`config.mk`:
```
export PLATFORM = sky130hd
export DESIGN_NAME = mlx90640_subpage_scanner
export DESIGN_NICKNAME = d
export VERILOG_FILES = /design/src/rtl/mlx90640_subpage_scanner.sv
export SDC_FILE = /design/constraint.sdc
export NUM_CORES = 1
export LEC_CHECK = 0
export BUFFER_PORTS_ARGS = -buffer_cell sky130_fd_sc_hd__buf_4
export CORE_ASPECT_RATIO = 2
export CORE_MARGIN = 5
export CORE_UTILIZATION = 30
export CTS_CLUSTER_SIZE = 8
export DETAILED_ROUTE_END_ITERATION = 8
export GPL_TIMING_DRIVEN = 1
export PLACE_DENSITY_LB_ADDON = 0.08
export SETUP_SLACK_MARGIN = 0.5
export SYNTH_ARGS = -nofsm -noshare
export SYNTH_HDL_FRONTEND = slang
export SYNTH_SLANG_ARGS = --single-unit
```
`constraint.sdc`:
```
create_clock -name clk -period 1.45 [get_ports clk]
set_input_delay 0.3625 -clock clk [delete_from_list [all_inputs] [get_ports clk]]
set_output_delay 0.3625 -clock clk [all_outputs]
set_load 0.02 [all_outputs]
```
`src/rtl/mlx90640_subpage_scanner.sv`:
```
// Walks the MLX90640 subpage ROM set and streams the pixels of one chess subpage.
// Optional auxiliary-word scan (addresses PIXELS..DEPTH-1) enabled by MLX_SCAN_AUX_EN.
module mlx90640_subpage_scanner #(
   parameter  int DEPTH  = 832,
   parameter  int PIXELS = 768,
   localparam int ADDRW  = $clog2(DEPTH)
) (
   input  logic             clk,
   input  logic             rst,
   input  logic             start,
   input  logic             subpage,
   output logic             busy,
   output logic             done,
   output logic [ADDRW-1:0] rom_addr,
   input  logic             rom_pg0,
   input  logic             rom_pg1,
   input  logic [15:0]      rom_offset,
   output logic             out_valid,
   input  logic             out_ready,
   output logic [ADDRW-1:0] out_addr,
   output logic [15:0]      out_offset,
   output logic             out_aux
);

   typedef enum logic [2:0] {IDLE, ADDR, DATA, OUT, DONE} state_t;

`ifdef MLX_SCAN_AUX_EN
   localparam logic [ADDRW-1:0] LAST   = ADDRW'(DEPTH - 1);
   localparam logic [ADDRW-1:0] PIX_LO = ADDRW'(PIXELS);
`else
   localparam logic [ADDRW-1:0] LAST   = ADDRW'(PIXELS - 1);
`endif

   state_t           state, state_n;
   logic             sub_q, sub_n;
   logic [ADDRW-1:0] addr_n, oaddr_n;
   logic [15:0]      ooff_n;
   logic             sel, is_aux;

`ifdef MLX_SCAN_AUX_EN
   logic aux_q, aux_n;
   // Aux words bypass the chess filter and are always emitted.
   assign is_aux  = (rom_addr >= PIX_LO);
   assign sel     = is_aux | (sub_q ? rom_pg1 : rom_pg0);
   assign out_aux = aux_q;
`else
   assign is_aux  = 1'b0;
   assign sel     = sub_q ? rom_pg1 : rom_pg0;
   assign out_aux = 1'b0;
`endif

   always_comb begin
      state_n = state;
      sub_n   = sub_q;
      addr_n  = rom_addr;
      oaddr_n = out_addr;
      ooff_n  = out_offset;
`ifdef MLX_SCAN_AUX_EN
      aux_n   = aux_q;
`endif
      case (state)
         IDLE: if (start) begin
            sub_n   = subpage;
            addr_n  = '0;
            state_n = ADDR;
         end
         ADDR: state_n = DATA;
         DATA: begin
            if (sel) begin
               oaddr_n = rom_addr;
               ooff_n  = rom_offset;
`ifdef MLX_SCAN_AUX_EN
               aux_n   = is_aux;
`endif
               state_n = OUT;
            end else if (rom_addr == LAST) begin
               state_n = DONE;
            end else begin
               addr_n  = rom_addr + ADDRW'(1);
               state_n = ADDR;
            end
         end
         OUT: if (out_ready) begin
            if (rom_addr == LAST) begin
               state_n = DONE;
            end else begin
               addr_n  = rom_addr + ADDRW'(1);
               state_n = ADDR;
            end
         end
         DONE:    state_n = IDLE;
         default: state_n = IDLE;
      endcase
   end

   // Status outputs are registered from the next state so they align with it.
   always_ff @(posedge clk) begin
      if (rst) begin
         state      <= IDLE;
         sub_q      <= 1'b0;
         rom_addr   <= '0;
         out_addr   <= '0;
         out_offset <= '0;
         busy       <= 1'b0;
         done       <= 1'b0;
         out_valid  <= 1'b0;
`ifdef MLX_SCAN_AUX_EN
         aux_q      <= 1'b0;
`endif
      end else begin
         state      <= state_n;
         sub_q      <= sub_n;
         rom_addr   <= addr_n;
         out_addr   <= oaddr_n;
         out_offset <= ooff_n;
         busy       <= (state_n == ADDR) || (state_n == DATA) || (state_n == OUT);
         done       <= (state_n == DONE);
         out_valid  <= (state_n == OUT);
`ifdef MLX_SCAN_AUX_EN
         aux_q      <= aux_n;
`endif
      end
   end

   // is_aux is only consumed by the aux build.
   logic unused_ok;
   assign unused_ok = is_aux;

endmodule
```
* After elaboration in Yosys (flattened, before gate mapping)
Cells that the tools add are included.
** Word-level totals
- Flip-flop bits (word level) :: 43
- Word-level logic and storage cells :: 38
** Operators by class
- $add $sub $neg :: 1
- Eq/ne operators :: 11
- Multiplexer cells :: 11
- Reduce and logical (&&, ||, !) cells :: 7
** Operators by type and width (number)
- $mux 10 :: 4
- $pmux 10 s3 :: 1
- $eq 3x2->1 const B :: 4
- $mux 3 :: 4
- $pmux 3 s4 :: 1
- $add 10x1->10 const B :: 1
- $eq 10x10->1 const B :: 1
- $eq 3x1->1 const B :: 2
- $ne 2x2->1 const B :: 3
- $reduce_and 2->1 :: 2
- $reduce_and 4->1 :: 1
- $eq 3x3->1 const B :: 1
- $logic_not 3->1 :: 1
- $reduce_bool 3->1 :: 1
- $logic_or 1x1->1 :: 2
- $mux 1 :: 1

* Depth between registers and ports, before layout
- Depth after elaboration :: 7
- Gate-level depth with buffers :: 6

* Least setup slack after synthesis
Ideal clock, no wire load.
- Kind :: register to register
- Start :: reg rom_addr[0]
- End :: reg rom_addr[5]
- Library setup time :: 0.126 ns
- Arrival :: 1.606 ns
- Required time :: 1.324 ns
- Setup slack :: -0.282 ns
- Cell stages (with the launch flop) :: 7
- Buffers on the path :: 1
- Path through :: dfxtp_1 ha_1 nand3b_1 nor4_4 buf_2 nor4_2 mux2i_1
** On the way
- Cells in the longest elaborated chain, start to end :: 4
- Elaborated cells between the ends (all ways) :: 6
- Classes of those cells :: add/sub: 1; eq/ne: 1; mux: 4
** RTL lines
- start: declaration :: line 14 : output logic [ADDRW-1:0] rom_addr,
- start signal: assignment :: line 113 : rom_addr <= addr_n;
- $add 10x1->10 / $eq 10x10->1 (equally long branches)
- $mux 10 (*) :: line 76, 84
- $mux 10 (on tied branches) :: line 83, 69
- $pmux 10 s3 (*) :: line 61 : case (state)
Mark *: on every way between the ends. The rest lies on a longest branch, timed or not. The select of a mux whose other input is x is not followed.
A chain may end at the register's enable or synchronous reset.

* Worst setup path after layout
- Start :: reg rom_addr[1]
- End :: reg rom_addr[3]
The elaborated chain is that of the path after synthesis.

==> results.yml <==
outcome:
  status: "finished, violations left"
  violations: "setup timing"
clock_tree:
  ctsRootBufferMaster: "clkbuf_16"
  cts.clk_slew.worst_paths_ns: 0.06
  cts_buffers: 5
  cts-hold-fix-buffers: 0
  clkLatencyLatePin_ns: 0.28
  cts_tree: "built"
  ctsHtreeMaxLevel: 2
  cts_buffer_depth: 2
  numClockSinks: 43
yosys:
  yosysTopAreaCell: "dfxtp_1"
  async_reset_ff_share_pct: 0
  seq_area_frac_synth_pct: 47.8
  synth_fp_nets: 236
  ys_warn_count: 0
  synthCells: 212
  ys_types: 39
  ys_ff_latch: 43
  synth.most_common_cell: "nand2_1"
  syn_avg_cell_area_um2: 8.49
  synth_common_cells: "nand2_1, dfxtp_1, a21oi_1, or4_1"
  synth_edf_count: 0
  synth_top_cell_area_share_pct: 47.8
  ys.flop_type: "dfxtp_1"
  synth_area_mm2: 0.00180
  netlist_top_cells_area: "dfxtp_1, nand2_1, a21oi_1, or4_1, o31ai_1"
sta:
  final_critical_path_setup_slack_ns: -0.156
  fin_crit_ns: 1.61
  fin_hold_ws_ns: 0.315
  finalHoldViolCount: 0
  fin_crit_sh_pct: 111
  fmax_mhz: 623
  rsz0062_at_grt: "true"
  skew_ns: 0.00379
  setup_viol: 37
  final_max_slew_viol_count: 0
global_routing:
  antenna_found_initial: 0
  grt.total_usage_pct: 15.6
  grt_pass1_vias: 1903
  grt_max_degree: 27
  grt_pass1_wl_mm: 9.27
  grt_overflow: 0
power_and_ir_drop:
  p_leak_nw: 1.53
  p_per_area_mw_per_mm2: 791
  total_power_mw: 2.85
  vdd_ir_drop_max_mv: 0.773
worst_hold_path:
  holdCritPathClass: "in2reg"
routing:
  wl_per_cell_um: 15.7
  routed_wirelength_mm: 6.23
  drc: 0
  postRouteAntennaNets: 0
  via_per_inst: 5.05
  vias: 2004
  drtIter0Drc: 60
  dr.pass1.iters: 4
worst_setup_path:
  cp_cell_sequence: "ha_4 -> nand3b_1 -> nor4_4 -> buf_12 -> or4_4 -> a21oi_2"
  path_max_fanout: 11
  cp-end-kind: "flip-flop"
  crit_type: "reg2reg"
  max_stage_delay_ns: 0.48
  required_ns: 1.66
  cpMaxStageDelayCell: "or4_4"
  startpoint_type: "flip-flop"
  crit_arrival_ns: 1.82
floorplanning:
  rows: 40
  die_w_um: 64.8
  ioPinCount: 63
  floorplan.initialDensity_pct: 30.5
  dieArea_mm2: 0.00774
  die_y_um: 120
  core_area_mm2: 0.00591
finish:
  drive_above_1_share_pct: 68.3
  fin_nets: 357
  num-fill-cells: 537
  antenna_cells: 0
  area_growth_pct: 99.9
  finish.instance_area_mm2: 0.00360
placed_design:
  place_congestion: 0.721
  hpwl_mm: 3.85
  placed_area_mm2: 0.00262
  portBuffers: 61
flow_run:
  maxCapViolCount: 0
-- state kept, by name, indices dropped and copies added (netlist names) --
signal,count
busy,1
out_addr,10
out_offset,16
rom_addr,10
sub_q,1
state,3
out_valid,1
done,1
-- worst paths after layout --
| path | slack [ns] | endpoint | from | cells after the start |
|---|---|---|---|---|
| max | -0.16 | rom_addr[3] | rom_addr[1] | 6 |
| min | 0.32 | out_offset[14] | rom_offset[14] | 3 |
| max reg2reg | -0.16 | rom_addr[3] | rom_addr[1] | 6 |
| min reg2reg | 0.46 | out_offset[1] | out_offset[1] | 2 |
-- layout make-up --
cell class	instances	area (µm²)	area share [%]
Timing Repair Buffer	127	1310	36.5
Sequential cell	43	930	25.9
Inverter	2	7.51	0.209
Clock buffer	6	129	3.58
Clock inverter	2	11.3	0.313
Tap cell	63	78.8	2.19
Multi-Input combinational cell	154	1130	31.4
-- worst max-delay path: cells and delay by family (launching register included) --
kind / cells / cell delay [ns]
buffers and inverters: 1 / 0.14
AOI/OAI and AO/OA: 1 / 0.15
and+or+nand+nor: 3 / 0.73
adders and majority gates: 1 / 0.16
DFF: 1 / 0.35
-- cell families (layout without fill, tap and decap cells) --
group | after synthesis | in the layout | synth area share, %
AND/OR/NAND/NOR | 100 | 100 | 29.2
flip-flops | 43 | 43 | 47.8
other | 1 | 1 | 0.208
multiplexers | 5 | 5 | 3.06
AO/OA/AOI/OAI | 47 | 47 | 15.0
adder cells (fa/ha/maj) | 1 | 1 | 0.695
buffers and inverters | 15 | 137 | 3.96
-- through the flow --
step                setup TNS [ns]  utilization (%)  instances  setup WS, ns
floorplan                   -0.821                -        212       -0.0994
global placement            -0.704             44.4        352        -0.117
detailed placement          -0.910             44.4        352        -0.171
CTS                          -3.01             55.4        381        -0.132
global route                 -5.93             60.9        397        -0.200
finish                       -3.12             60.9        397        -0.156
-- power breakdown --
part	leakage (nW)	total, mW	internal [mW]	switching (mW)
Sequential	0.371	1.24	1.21	0.0264
Combinational	1.08	0.515	0.275	0.240
Clock	0.0712	1.10	0.637	0.458
-- layout by cell type (no fill, tap or decap), types with 2 or more instances in the layout --
master	instances
a21oi_1	18
a21oi_2	16
buf_12	6
buf_16	2
buf_4	58
buf_6	60
clkbuf_16	6
dfxtp_2	37
dfxtp_4	6
inv_1	2
mux2i_1	3
nand2_1	48
nand2_2	3
nand2_4	9
nand2b_1	3
nand3_1	5
nor2_1	5
nor3_4	2
nor4_4	3
o21ai_1	2
o31ai_1	3
o31ai_2	3
or3_1	2
or4_1	3
or4_4	4
-- metal layers --
| metal | share of wire (%) | vias to the layer above | track usage [%] |
|---|---|---|---|
| li1 | - | 976 | - |
| met1 | 39 | 958 | 16.5 |
| met2 | 55 | 62 | 27.9 |
| met3 | 4.6 | 8 | 4.03 |
| met4 | 1.4 | 0 | 6.89 |
| met5 | 0 | - | 0 |
-- what timing repair did --
| action | in CTS | in global routing |
|---|---|---|
| gates cloned | 2 | 1 |
| pin swaps | 10 | 26 |
| buffers inserted | 19 | 15 |
| endpoints found under the setup margin | 82 | 82 |
| resized for setup | 102 | 49 |
Note: power is estimated with default switching activity, not from simulation.
